**config.mk**
```make
export PLATFORM = sky130hd
export DESIGN_NAME = i2s_tx
export DESIGN_NICKNAME = d
export VERILOG_FILES = /design/src/rtl/i2s_tx.sv
export SDC_FILE = /design/constraint.sdc
export NUM_CORES = 1
export LEC_CHECK = 0
export ABC_AREA = 1
export BUFFER_PORTS_ARGS = -buffer_cell sky130_fd_sc_hd__buf_4
export CAP_MARGIN = 10
export CORE_MARGIN = 1
export CORE_UTILIZATION = 40
export CTS_BUF_LIST = sky130_fd_sc_hd__clkbuf_16
export DETAILED_ROUTE_END_ITERATION = 12
export PLACE_DENSITY_LB_ADDON = 0.3
export SYNTH_ARGS = -nofsm -noshare
export SYNTH_HDL_FRONTEND = slang
export SYNTH_SLANG_ARGS = --single-unit
```
**constraint.sdc**
```tcl
create_clock -name mck_i -period 2.5 [get_ports mck_i]
set_clock_uncertainty 0.05 [all_clocks]
set_input_delay 0.25 -clock mck_i [delete_from_list [all_inputs] [get_ports mck_i]]
set_output_delay 0.25 -clock mck_i [all_outputs]
set_load 0.05 [all_outputs]
```
**src/rtl/i2s_tx.sv**
```systemverilog
// i2s_tx: I2S master transmitter.
// Divides mck_i down to a bit clock and a word-select, then serializes one
// stereo pair per frame. Each word goes out left first, MSB first, one BCK
// after the LRCK edge. Slot bits beyond FRAME are sent as 0. Pairs enter
// through a single-entry valid/ready holding buffer. A frame that starts
// with the buffer empty sends silence and raises underrun_o for one mck cycle.
//
// Ports:
//   mck_i       master clock (only clock)
//   rst_i       asynchronous reset, active low
//   en_i        transmit enable; low holds the serial side idle
//   l_data_i    left sample (FRAME bits, two's complement)
//   r_data_i    right sample (FRAME bits, two's complement)
//   s_valid_i   sample pair valid
//   s_ready_o   holding buffer can accept a pair
//   bck_o       bit clock
//   lrck_o      word select, 0 = left, 1 = right
//   data_o      serial data, changes on the BCK falling edge
//   underrun_o  one-mck pulse when a frame starts with no pair pending
module i2s_tx #(
    parameter int FRAME   = 24,
    parameter int SLOT    = 32,
    parameter int MCK_DIV = 4
) (
    input  logic             mck_i,
    input  logic             rst_i,
    input  logic             en_i,
    input  logic [FRAME-1:0] l_data_i,
    input  logic [FRAME-1:0] r_data_i,
    input  logic             s_valid_i,
    output logic             s_ready_o,
    output logic             bck_o,
    output logic             lrck_o,
    output logic             data_o,
    output logic             underrun_o
);
    localparam int PW = $clog2(2 * SLOT);
    localparam int DW = $clog2(MCK_DIV);
    localparam logic [DW-1:0] D_LAST  = DW'(MCK_DIV - 1);
    localparam logic [DW-1:0] D_HALF  = DW'(MCK_DIV / 2);
    localparam logic [PW-1:0] P_LAST  = PW'(2 * SLOT - 1);
    localparam logic [PW-1:0] P_SLOT  = PW'(SLOT);
    localparam logic [PW-1:0] P_FRAME = PW'(FRAME);
    localparam logic [PW-1:0] P_LOAD  = PW'(1'b1);

    logic [DW-1:0]    d_r;
    logic [DW-1:0]    d_next_s;
    logic [PW-1:0]    p_r;
    logic [PW-1:0]    p_next_s;
    logic [PW-1:0]    bit_idx_s;
    logic [FRAME-1:0] word_s;
    logic [FRAME-1:0] act_l_r;
    logic [FRAME-1:0] act_r_r;
    logic [FRAME-1:0] buf_l_r;
    logic [FRAME-1:0] buf_r_r;
    logic             buf_full_r;
    logic             fall_tick_s;
    logic             load_s;
    logic             accept_s;
    logic             bck_next_s;
    logic             data_next_s;

    // Bit idx of a word counted from the MSB; slot padding past FRAME is 0.
    function automatic logic word_bit(input logic [FRAME-1:0] word,
                                      input logic [PW-1:0]    idx);
        logic [FRAME-1:0] shifted;
        shifted = word << idx;
        if (idx < P_FRAME) begin
            word_bit = shifted[FRAME-1];
        end else begin
            word_bit = 1'b0;
        end
    endfunction

    assign s_ready_o = ~buf_full_r;

    // Next divider/position values, load and accept strobes, next serial bit.
    always_comb begin
        d_next_s    = {DW{1'b0}};
        p_next_s    = {PW{1'b0}};
        bit_idx_s   = {PW{1'b0}};
        word_s      = {FRAME{1'b0}};
        data_next_s = 1'b0;

        if (d_r == D_LAST) begin
            d_next_s = {DW{1'b0}};
        end else begin
            d_next_s = d_r + DW'(1'b1);
        end
        bck_next_s = (d_next_s >= D_HALF);

        if (p_r == P_LAST) begin
            p_next_s = {PW{1'b0}};
        end else begin
            p_next_s = p_r + PW'(1'b1);
        end

        fall_tick_s = en_i & (d_r == D_LAST);
        load_s      = fall_tick_s & (p_next_s == P_LOAD);
        accept_s    = s_valid_i & ~buf_full_r;

        // The bit sent for p_new is slot position p_new-1, which is the current p_r.
        if (p_r < P_SLOT) begin
            word_s    = act_l_r;
            bit_idx_s = p_r;
        end else begin
            word_s    = act_r_r;
            bit_idx_s = p_r - P_SLOT;
        end

        // On the load edge the left MSB comes from the word being loaded.
        if (load_s) begin
            if (buf_full_r) begin
                data_next_s = buf_l_r[FRAME-1];
            end else begin
                data_next_s = 1'b0;
            end
        end else begin
            data_next_s = word_bit(word_s, bit_idx_s);
        end
    end

    // Divider, frame position and all registered serial outputs.
    always_ff @(posedge mck_i or negedge rst_i) begin
        if (!rst_i) begin
            d_r        <= {DW{1'b0}};
            p_r        <= {PW{1'b0}};
            bck_o      <= 1'b0;
            lrck_o     <= 1'b0;
            data_o     <= 1'b0;
            underrun_o <= 1'b0;
        end else if (!en_i) begin
            d_r        <= {DW{1'b0}};
            p_r        <= {PW{1'b0}};
            bck_o      <= 1'b0;
            lrck_o     <= 1'b0;
            data_o     <= 1'b0;
            underrun_o <= 1'b0;
        end else begin
            d_r        <= d_next_s;
            bck_o      <= bck_next_s;
            underrun_o <= 1'b0;
            if (fall_tick_s) begin
                p_r        <= p_next_s;
                lrck_o     <= (p_next_s >= P_SLOT);
                data_o     <= data_next_s;
                underrun_o <= load_s & ~buf_full_r;
            end
        end
    end

    // Single-entry holding buffer; a load and an accept on one edge keep it full.
    always_ff @(posedge mck_i or negedge rst_i) begin
        if (!rst_i) begin
            buf_full_r <= 1'b0;
            buf_l_r    <= {FRAME{1'b0}};
            buf_r_r    <= {FRAME{1'b0}};
        end else begin
            buf_full_r <= accept_s | (buf_full_r & ~load_s);
            if (accept_s) begin
                buf_l_r <= l_data_i;
                buf_r_r <= r_data_i;
            end
        end
    end

    // Active words for the frame in flight; silence when the frame underruns.
    always_ff @(posedge mck_i or negedge rst_i) begin
        if (!rst_i) begin
            act_l_r <= {FRAME{1'b0}};
            act_r_r <= {FRAME{1'b0}};
        end else if (load_s) begin
            if (buf_full_r) begin
                act_l_r <= buf_l_r;
                act_r_r <= buf_r_r;
            end else begin
                act_l_r <= {FRAME{1'b0}};
                act_r_r <= {FRAME{1'b0}};
            end
        end
    end
endmodule

```
Yosys cells after proc, flatten, opt, wreduce, memory -nomap -nowiden --
Cells that the tools add are included.
Storage, ports and cells: word-level logic and storage cells 50, flip-flop bits (word level) 109, output and inout bits 5
Operators by class: bitwise gates (word level) 8, eq/ne operators 4, $lt $le $gt $ge 4, shift operators 1, add/sub/neg operators 3, multiplexer cells 19
Operators with widths (count):
- $mux 24 | 3
- $mux 6 | 4
- $shl 24x6->24 | 1
- $mux 1 | 10
- $add 6x1->6 const B | 1
- $eq 6x1->1 const B | 1
- $eq 6x6->1 const B | 1
- $ge 6x6->1 const B | 1
- $lt 6x5->1 const B | 1
- $lt 6x6->1 const B | 1
- $sub 6x6->6 const B | 1
- $and 1x1->1 | 5
- $mux 2 | 2
- $add 2x1->2 const B | 1
- $eq 2x2->1 const B | 1
- $ge 2x2->1 const B | 1
- $ne 2x1->1 const B | 1
- $not 1->1 | 2
- $or 1x1->1 | 1

Longest topological paths before layout --
Gate-level depths: netlist of the first run.
word-level depth 7, gate-level depth with buffers 15, gate-level depth less buffers 13

Least setup slack after synthesis of the first run --
No wires, ideal clock.
path kind register to register, start point reg, netlist name bck_o, end point reg act_l_r[10], slack 557 ps, arrival 1769 ps, required time 2326 ps, clock period less this slack 1943 ps, cell stages (with the launch flop) 11, path through dfrtp_1 -> ha_1 -> nand2_1 -> nor2_1 -> nand3_2 -> nor2_4 -> nand2_4 -> buf_6 -> inv_4 -> buf_6 -> o22ai_2
RTL lines:
- end signal, assigned | line 170 | act_l_r <= {FRAME{1'b0}};
- end signal, assigned | line 174 | act_l_r <= buf_l_r;
- end signal, assigned | line 177 | act_l_r <= {FRAME{1'b0}};
- end, declared | line 52 | logic [FRAME-1:0] act_l_r;

Worst setup path after layout of the first run --
start point reg p_r[1], end point reg act_l_r[4]
Between the ends: longest elaborated chain between the ends 4, elaborated cells on any way between the ends 5, those cells by class 1 x add/sub; 2 x eq/ne; 1 x mux; 1 x bitwise
RTL lines:
- start, declared | line 48 | logic [PW-1:0] p_r;
- start signal, assigned | line 127 | p_r <= {PW{1'b0}};
- start signal, assigned | line 134 | p_r <= {PW{1'b0}};
- start signal, assigned | line 144 | p_r <= p_next_s;
- $add 6x1->6 or $eq 6x6->1 (tied branches) | line 95, 92
- $mux 6 * | line 92 | if (p_r == P_LAST) begin
- $eq 6x1->1 * | line 99 | load_s = fall_tick_s & (p_next_s == P_LOAD);
- $and 1x1->1 * | line 99
Mark *: on every way between the ends. The rest lies on a longest branch, timed or not. A chain may end at the register's enable or synchronous reset.

==> reports/metrics.cfg, run 1 <==
[timing]
finalHoldViolCount=0
setup_tns_ps=0
finalSetupViolations=0
max_freq_mhz=460
period_needed_ps=2170
drv_slew=0
slew_headroom_pct=57.1
rsz0062_at_grt=no
worstMarginPinSlew_ps=641
finalCritPeriodShare_pct=86.9

[clocking]
cts.reportedPaths.clkPinSlew_ps=70
cts_root_buffer=clkbuf_16
cts_max_path_buffers=2
post_cts.repair.setup_buffers=0
cts-htree-levels=3
cts_made_buffers=9
clock_sinks=108
cts_tree=done
clk_latency_ps=350

[synth]
yosys_warnings=0
syn_nets=570
ys_types=33
synth_seq_area_share_pct=54.7
synth-seq-cells=108
avgSynthCellArea_um2=9.60
syn_inst=515
synth_area_um2=4940

[worst_setup_path]
path_buf_inv=2
crit_required_ps=2730
regToRegStartpoint=p_r[1]
max_stage_delay_ps=560
crit_top_cell=nor2_2
critPathKind=flip-flop to flip-flop
cpLargestDelayFamily=simple AND/OR/NAND/NOR gates
critPathSlowestCell=dfrtp_1
rr_worst_depth=10
timing.rr.end=act_l_r[4]
crit_path_end_kind=flip-flop
crit_chain=ha_1, nand4_2, nor2_2, nor2_2, nor2_4, nand2_4, nor2_8, inv_4, buf_4, o21ai_2
arrival_ps=2400
worst-path-stages=10
critPathLaunchType=flip-flop
critPathMaxFanout=13
r2r_slack_ps=330

[die]
row_count=40
io-pin-count=57
die_area_um2=12800
start_util_pct=41.2
dieHeight_um=113
die_w_um=113
core_area_um2=12000

[pwr]
power.share.clock_pct=23.2
p_sw_mw=1.92
internal_power_mw=4.10
max-vdd-ir-drop_mv=0.519
combPwrFrac_pct=31.2
power.density_nw_per_um2=1040
p_leak_nw=2.95
switching_share_pct=31.9
seq_power_share_pct=45.6

[outcome]
status=completed

[routing]
vias=3504
firstDrtPassIters=4
drt_iter0_drc=145
vias_per_cell=4.87
ant_nets=0
drc=0
wl_um=9780
post_drt_wl_per_cell_um=13.6

[hold_path]
whs_endpoint=bck_o
worstHoldPathCells=3
hp-start=en_i
hp-class=input pin to flip-flop

[global_routing]
grt_use_total_pct=17.0
grt_pass1_wl_um=16900
grt_overflow_total=0
grt_antenna_before_repair=0
grt_pass1_vias=3630
grt_max_degree=57

[run]
drv_cap=0

[layout]
syn2layout_area_growth_pct=17.3
nets=623
diodes=0
fin_area_um2=5800
drive_gt1_share_pct=25.3

[place]
dp_hpwl_um=7070
placed_area_um2=5500
gp_congestion=0.833
port_buffers=56

==> power groups by stage <==
stage	registers, mW	logic [mW]	clock network, mW
floorplan	2.70	1.47	0
global placement	2.76	1.85	0
detailed placement	2.79	1.91	0
CTS	2.75	1.92	1.44
global route	2.83	2.13	1.51
finish	2.74	1.88	1.39
==> layout make-up <==
type / count / area [um2]
Tap cell: 147 / 184
Timing Repair Buffer: 69 / 558
Multi-Input combinational cell: 294 / 1730
Fill cell: 1120 / 6210
Sequential cell: 108 / 2700
Clock buffer: 9 / 225
Inverter: 86 / 328
Clock inverter: 7 / 66.3
==> cells by family after synthesis <==
group           share of synthesized area [%]
mux                                      1.82
simple gates                             16.2
xor+xnor                                0.177
buf+inv                                  10.3
fa+ha+maj                               0.759
flops                                    54.7
compound gates                           16.0
==> flip-flops by register name (all words and copies together), names as in the netlist <==
register    count
act_r_r        24
buf_l_r        24
underrun_o      1
lrck_o          1
data_o          1
bck_o           1
buf_r_r        24
buf_full_r      1
d_r             1
act_l_r        24
p_r             6
==> layout by cell type (no fill, tap or decap), drive strengths merged <==
cell type and n:
a21boi 1, a21oi 40, ha 3, clkinv 5, o22ai 33, inv 86, nand3 46, xnor2 1
buf 68, nand4 2, o211ai 1, a22o 7, bufinv 1, nor2 49, mux2 8, dlygate4sd3 1
dfrtp 108, nand2 87, clkinvlp 1, clkbuf 9, o21ai 16
==> routing by layer <==
layer | up-vias | share of wire, % | global-route usage, %
met5 | - | 0 | 0
met1 | 1689 | 44 | 20.6
li1 | 1756 | - | -
met3 | 15 | 2.6 | 2.89
met4 | 0 | 2.4 | 7.63
met2 | 44 | 51 | 29.6
==> repair_timing <==
action,CTS,global route
hold endpoints to repair,29,0
hold buffers,1,0
gates resized for setup,0,0
==> metrics by stage <==
step | utilization (%) | hold WS [ps] | power (mW) | instances | setup slack, ps
global placement | 45.8 | 151 | 4.61 | 703 | 450
detailed placement | 45.8 | 154 | 4.69 | 703 | 358
CTS | 48.3 | 50.5 | 6.11 | 720 | 335
finish | 48.3 | 56.3 | 6.02 | 720 | 328
global route | 48.3 | 73.2 | 6.47 | 720 | 168
floorplan | - | -95.6 | 4.18 | 515 | 557
==> worst register-to-register path, delay by kind of cell, from the launching register on <==
| family | cells | cell delay, ps |
|---|---|---|
| simple gates | 6 | 760 |
| buf+inv | 2 | 330 |
| fa+ha+maj | 1 | 300 |
| flops | 1 | 560 |
| compound gates | 1 | 110 |
==> how the worst max path moves through the flow <==
stage          startpoint     endpoint  slack, ps
2_1_floorplan       bck_o  act_l_r[10]        560
3_3_place_gp       p_r[1]   act_l_r[7]        450
3_5_place_dp       p_r[1]   act_l_r[4]        360
4_1_cts            p_r[1]   act_l_r[4]        330
5_1_grt            p_r[1]   act_l_r[4]        170
6_report           p_r[1]   act_l_r[4]        330
==> synthesized netlist by cell type (all sizes together) <==
cell type	count	share of area (%)
nand2	87	6.8
o22ai	33	8.0
inv	85	6.6
ha	3	0.76
nor2	49	4.3
a22o	7	1.2
xnor2	1	0.18
o211ai	1	0.15
a21boi	1	0.15
buf	19	3.1
clkinv	1	0.076
o21ai	16	2.5
a21oi	40	4.0
clkbuf	8	0.61
nand4	2	0.38
nand3	46	4.8
mux2	8	1.8
dfrtp	108	55
Note: power is estimated with default switching activity, not from simulation.
==> run 2, diff against run 1 <==
- CORE_UTILIZATION: 40 -> 50
- clock period: 2.5 -> 2.8 ns (I/O delays scaled with it)
==> reports/metrics.cfg, run 2 (synthesized netlist as in run 1, its figures left out) <==
[outcome]
status=completed

[layout]
fin_util_pct=61.2  ; +13 points
regArea_um2=2700  ; unchanged
drive_gt1_share_pct=25.1  ; -0.17 points
syn2layout_area_growth_pct=16.5
diodes=0  ; unchanged
fill_cells=798  ; -29%
layout_commonest_cell=dfrtp_1
layout_common_cells=108 x dfrtp_1, 84 x nand2_1, 82 x inv_1
nets=623  ; unchanged
fin_area_um2=5760  ; -0.60%
multi_input_area_um2=1730  ; unchanged

[worst_setup_path]
max_stage_delay_ps=540  ; -20 ps
crit_path_end_kind=flip-flop
crit_top_cell=nor2_2
critPathKind=flip-flop to flip-flop
critPathMaxFanout=20  ; +7
crit_required_ps=3030  ; +300 ps
critPathLaunchType=flip-flop
critPathSlowestCell=dfrtp_1
arrival_ps=2550  ; +150 ps
crit_chain=ha_1, nand4_2, nor2_2, nor2_2, nor2_4, nand2_4, nor2_8, inv_4, buf_12, o21ai_2

[clocking]
cts_root_buffer=clkbuf_16
cts_made_buffers=9  ; unchanged
cts_max_path_buffers=2  ; unchanged
post_cts.repair.setup_buffers=0  ; unchanged
clk_latency_ps=350  ; about the same
clock_sinks=108  ; unchanged
cts.reportedPaths.clkPinSlew_ps=70  ; about the same
cts-htree-levels=3  ; unchanged
cts_tree=done

[routing]
firstDrtPassIters=4  ; unchanged
wl_um=10100  ; +3.1%
ant_nets=0  ; unchanged
post_drt_wl_per_cell_um=14.4  ; +5.7%
drc=0  ; unchanged
vias_per_cell=5.19  ; +6.6%
vias=3641  ; +3.9%
drt_iter0_drc=173  ; +19%

[hold_path]
hp-class=input pin to flip-flop

[place]
port_buffers=56  ; unchanged
placed_area_um2=5460  ; -0.64%
dp_slack_ps=530  ; +172 ps
dp_hpwl_um=7230  ; +2.2%
gp_congestion=0.896  ; +7.5%

[die]
die_area_um2=10300  ; -20%
core_area_um2=9420  ; -22%
row_count=35  ; -13%
start_util_pct=52.5  ; +11 points
io-pin-count=57  ; unchanged
die_w_um=101  ; -10%
dieHeight_um=101  ; -10%

[pwr]
p_leak_nw=2.94  ; -0.15%
max-vdd-ir-drop_mv=0.482  ; -7.1%
power_mw=5.40  ; -10%
power.density_nw_per_um2=936  ; -9.8%

[run]
drv_cap=0  ; unchanged

[global_routing]
grt_pass1_wl_um=17400  ; +2.6%
grt_overflow_total=0  ; unchanged
grt_antenna_before_repair=0  ; unchanged
grt_max_degree=54  ; -5.3%
grt_use_total_pct=22.2  ; +5.3 points
grt_pass1_vias=3839  ; +5.8%

[timing]
finalCritPeriodShare_pct=82.9  ; -4.0 points
drv_slew=0  ; unchanged
slew_headroom_pct=66.5  ; +9.3 points
setup_tns_ps=0  ; unchanged
finalHoldViolCount=0  ; unchanged
max_freq_mhz=431  ; -6.5%
worstMarginPinSlew_ps=503  ; -138 ps
finalSetupViolations=0  ; unchanged
rsz0062_at_grt=no
fin_ws_ps=478  ; +150 ps
period_needed_ps=2320  ; +150 ps

## run 2: final timing paths
check,startpoint,endpoint,slack [ps],cells past startpoint
min in group asynchronous,rst_i,buf_r_r[11],360,2
max reg2reg,p_r[1],act_r_r[7],480,10
min,en_i,bck_o,90,3
max in group asynchronous,rst_i,buf_l_r[14],1620,3
max,p_r[1],act_r_r[7],480,10
min reg2reg,d_r[0],d_r[0],380,1
## run 2: what timing repair did
item / 4_1_cts / 5_1_grt
hold endpoints to repair: 26 / 0
gates resized for setup: 0 / 0
hold buffers: 1 / 0
## run 2: metal layers
layer | GRT usage, % | wire length [um]
met1 | 26.8 | 4200
met4 | 9.92 | 229
met3 | 2.90 | 290
met2 | 39.9 | 5360
met5 | 0 | 0
## run 2: cell type report
type / instances / area share, %
clock buffer: 9 / 3.91
multi-input combinational: 294 / 30.1
timing repair buffer: 69 / 9.47
sequential: 108 / 46.9
inverter: 86 / 5.69
tap: 129 / 2.80
clock inverter: 7 / 1.15
## run 2: metrics by stage
stage                     cells  hold WS (ps)
after floorplan             515         -65.6
after global placement      685           186
after detailed placement    685           193
after CTS                   702          91.8
after global routing        702           104
final                       702          90.3
## run 2: power by group
part	internal (mW)	switching (mW)
Combinational	0.746	0.952
Sequential	2.22	0.229
Clock	0.690	0.557
Total	3.66	1.74
## run 2: critical path: cells and delay by family, from the launching register on
kind                       cells  cell delay, ps
adders and majority gates      1             300
buffers and inverters          2             330
DFF                            1             540
and+or+nand+nor                6             880
AOI/OAI and AO/OA              1             120
==> run 3, diff against run 2 <==
- ABC_AREA: 1 -> 0
- clock period: 2.8 -> 2 ns (I/O delays scaled with it)
==> reports/metrics.cfg, run 3 <==
[hold_path]
whs_endpoint=buf_r_r[22]
hp-class=input pin to flip-flop
worstHoldPathCells=2  ; -1
hp-start=r_data_i[22]

[timing]
worstMarginPinSlew_ps=504  ; +0.853 ps
drv_slew=0  ; unchanged
max_freq_mhz=510  ; +18%
finalSetupViolations=0  ; unchanged
slew_headroom_pct=66.4  ; about the same
finalHoldViolCount=0  ; unchanged
period_needed_ps=1960  ; -362 ps
finalCritPeriodShare_pct=98.0  ; +15 points
timing.hold.ws_ps=32.4  ; -58.0 ps
rsz0062_at_grt=yes

[global_routing]
gr-usage-met3_pct=3.16  ; +0.26 points
grtUsageMet2_pct=33.9  ; -5.9 points
grt_pass1_vias=3187  ; -17%
top_usage_layer=met2
grt_use_met1_pct=28.5  ; +1.7 points
grt_pass1_wl_um=15800  ; -9.1%
grt_overflow_total=0  ; unchanged
grt_use_total_pct=20.8  ; -1.5 points
grt_max_degree=52  ; -3.7%
grt_antenna_before_repair=0  ; unchanged

[layout]
fill_cells=735  ; -7.9%
layout_common_cells=108 x dfrtp_1, 103 x nand2_1, 68 x buf_4
drive_gt1_share_pct=34.2  ; +9.0 points
diodes=0  ; unchanged
layout_commonest_cell=dfrtp_1
syn2layout_area_growth_pct=23.7
regArea_um2=2700  ; unchanged
nets=530  ; -15%
multi_input_area_um2=1890  ; +8.9%
final_cells=591  ; -16%

[routing]
firstDrtPassIters=4  ; unchanged
drc=0  ; unchanged
post_drt_wl_per_cell_um=15.8  ; +10%
ant_nets=0  ; unchanged
wl_um=9340  ; -7.4%
vias=3198  ; -12%
vias_per_cell=5.41  ; +4.3%
drt_iter0_drc=207  ; +20%

[synth]
synth_seq_area_share_pct=57.3  ; +2.6 points
synthTopCellsByCount=108 x dfrtp_1, 103 x nand2_1, 51 x o21ai_0
synth_most_common_cell=dfrtp_1
synth_area_um2=4720  ; -4.6%
synth_compound_area_share_pct=8.64  ; -7.4 points
ys.flop_type=dfrtp_1
synth_area_leader_cell=dfrtp_1
synthArstFlopShare_pct=100  ; unchanged
synth-xor-area-share_pct=0.371  ; +0.19 points
synth.mux.area_fraction_pct=17.5  ; +16 points
avgSynthCellArea_um2=11.4  ; +19%
synth_top_area_share_pct=57.3  ; +2.6 points
synth-seq-cells=108  ; unchanged
synth-edff-count=0  ; unchanged
yosys_warnings=0  ; unchanged
syn_inst=413  ; -20%
synth_simple_gate_area_share_pct=11.9  ; -4.3 points
ys_types=42  ; +27%
syn_nets=468  ; -18%
synthAdderAreaFrac_pct=0.796  ; +0.036 points
synth_top_family_by_area=multiplexers
ys_top_cells_by_area=dfrtp_1 57%, mux2_2 12%, nand2_1 8.2%

[pwr]
max-vdd-ir-drop_mv=0.655  ; +36%
combPwrFrac_pct=25.7  ; -5.8 points
p_leak_nw=2.69  ; -8.4%
switching_share_pct=29.3  ; -2.9 points
power.share.clock_pct=24.9  ; +1.8 points
power.density_nw_per_um2=1280  ; +37%
internal_power_mw=5.29  ; +45%
seq_power_share_pct=49.3  ; +3.9 points
p_sw_mw=2.19  ; +26%

[place]
dp_cells=568  ; -17%
gp_congestion=0.837  ; -6.5%
dp_hpwl_um=6220  ; -14%
port_buffers=56  ; unchanged

[worst_setup_path]
path_buf_inv=1  ; -1
cpLargestDelayFamily=compound AO/OA/AOI/OAI gates
critPathLaunchType=flip-flop
crit_path_end_kind=flip-flop
r2r_slack_ps=40  ; -440 ps
crit_chain=ha_2, and2_4, and4_4, o311ai_4, buf_6, o2111a_1, a32o_1
arrival_ps=2190  ; -360 ps
rr_worst_depth=7  ; -3
max_stage_delay_ps=400  ; -140 ps
critPathMaxFanout=5  ; -75%
critPathKind=flip-flop to flip-flop
regToRegStartpoint=p_r[1]
timing.rr.end=data_o
critPathSlowestCell=dfrtp_1
crit_required_ps=2230  ; -800 ps

[clocking]
cts_max_path_buffers=2  ; unchanged
clk_latency_ps=340  ; about the same
cts.reportedPaths.clkPinSlew_ps=70  ; about the same
cts_tree=done
clock_sinks=108  ; unchanged
cts_made_buffers=9  ; unchanged
cts-htree-levels=3  ; unchanged
cts_root_buffer=clkbuf_16

[die]
start_util_pct=51.3  ; -1.2 points
row_count=35  ; unchanged
die_area_um2=9830  ; -4.5%
die_w_um=99.1  ; -2.3%
core_area_um2=9200  ; -2.3%
dieHeight_um=99.1  ; -2.3%
io-pin-count=57  ; unchanged

[run]
drv_cap=0  ; unchanged

[outcome]
status=completed

run 3: worst max-delay path by stage:
stage	from	end	cells after the start
finish	p_r[1]	data_o	7
global route	p_r[0]	data_o	7
CTS	p_r[1]	act_r_r[3]	8
detailed placement	p_r[1]	act_r_r[17]	7
global placement	p_r[1]	data_o	7
floorplan	p_r[0]	data_o	7
run 3: layer usage:
layer	share of wire, %	vias up
met2	51	58
met3	3.4	14
met1	44	1586
li1	-	1540
met5	0	-
met4	1.8	0
run 3: logic make-up (layout without fill, tap and decap cells):
| logic type | count (synthesis) | count (layout) |
|---|---|---|
| AO/OA/AOI/OAI | 68 | 68 |
| buffers and inverters | 36 | 103 |
| XOR/XNOR | 2 | 2 |
| multiplexers | 64 | 64 |
| adder cells (fa/ha/maj) | 3 | 3 |
| AND/OR/NAND/NOR | 132 | 132 |
| flip-flops | 108 | 108 |
run 3: repair_timing:
item	4_1_cts	5_1_grt
endpoints found under the setup margin	7	34
pin swaps	1	3
cloned	1	1
hold endpoints to repair	29	0
gates resized for setup	5	11
setup buffers	4	0
hold buffers	1	0
run 3: cell type report:
type	count	share of cell area [%]
well taps	111	2.38
clock inverters	7	1.59
flip-flops and latches	108	46.3
inverters	5	0.322
repair buffers	82	13.1
multi-input cells	269	32.4
clock buffers	9	3.86
run 3: per-stage QoR:
stage	area [um2]	power (mW)	setup WS, ps	setup TNS, ps	utilization, %
floorplan	4720	4.97	7.55	0	-
global placement	5360	5.51	77.3	0	58.3
detailed placement	5360	5.63	3.70	0	58.3
CTS	5780	7.52	37.1	0	62.8
global route	5830	7.97	-0.797	-0.797	63.4
finish	5830	7.48	39.9	0	63.4
run 3: power by group through the flow:
stage	combinational [mW]	clock, mW	sequential [mW]
floorplan	1.44	0	3.53
global placement	1.81	0	3.70
detailed placement	1.89	0	3.74
CTS	1.93	1.89	3.70
global route	2.18	1.98	3.81
finish	1.93	1.87	3.69
run 3: worst register-to-register path: cells and delay by family (launching register included):
| kind | cells | cell delay (ps) |
|---|---|---|
| compound gates | 3 | 680 |
| flops | 1 | 400 |
| simple gates | 2 | 380 |
| buf+inv | 1 | 210 |
| fa+ha+maj | 1 | 180 |
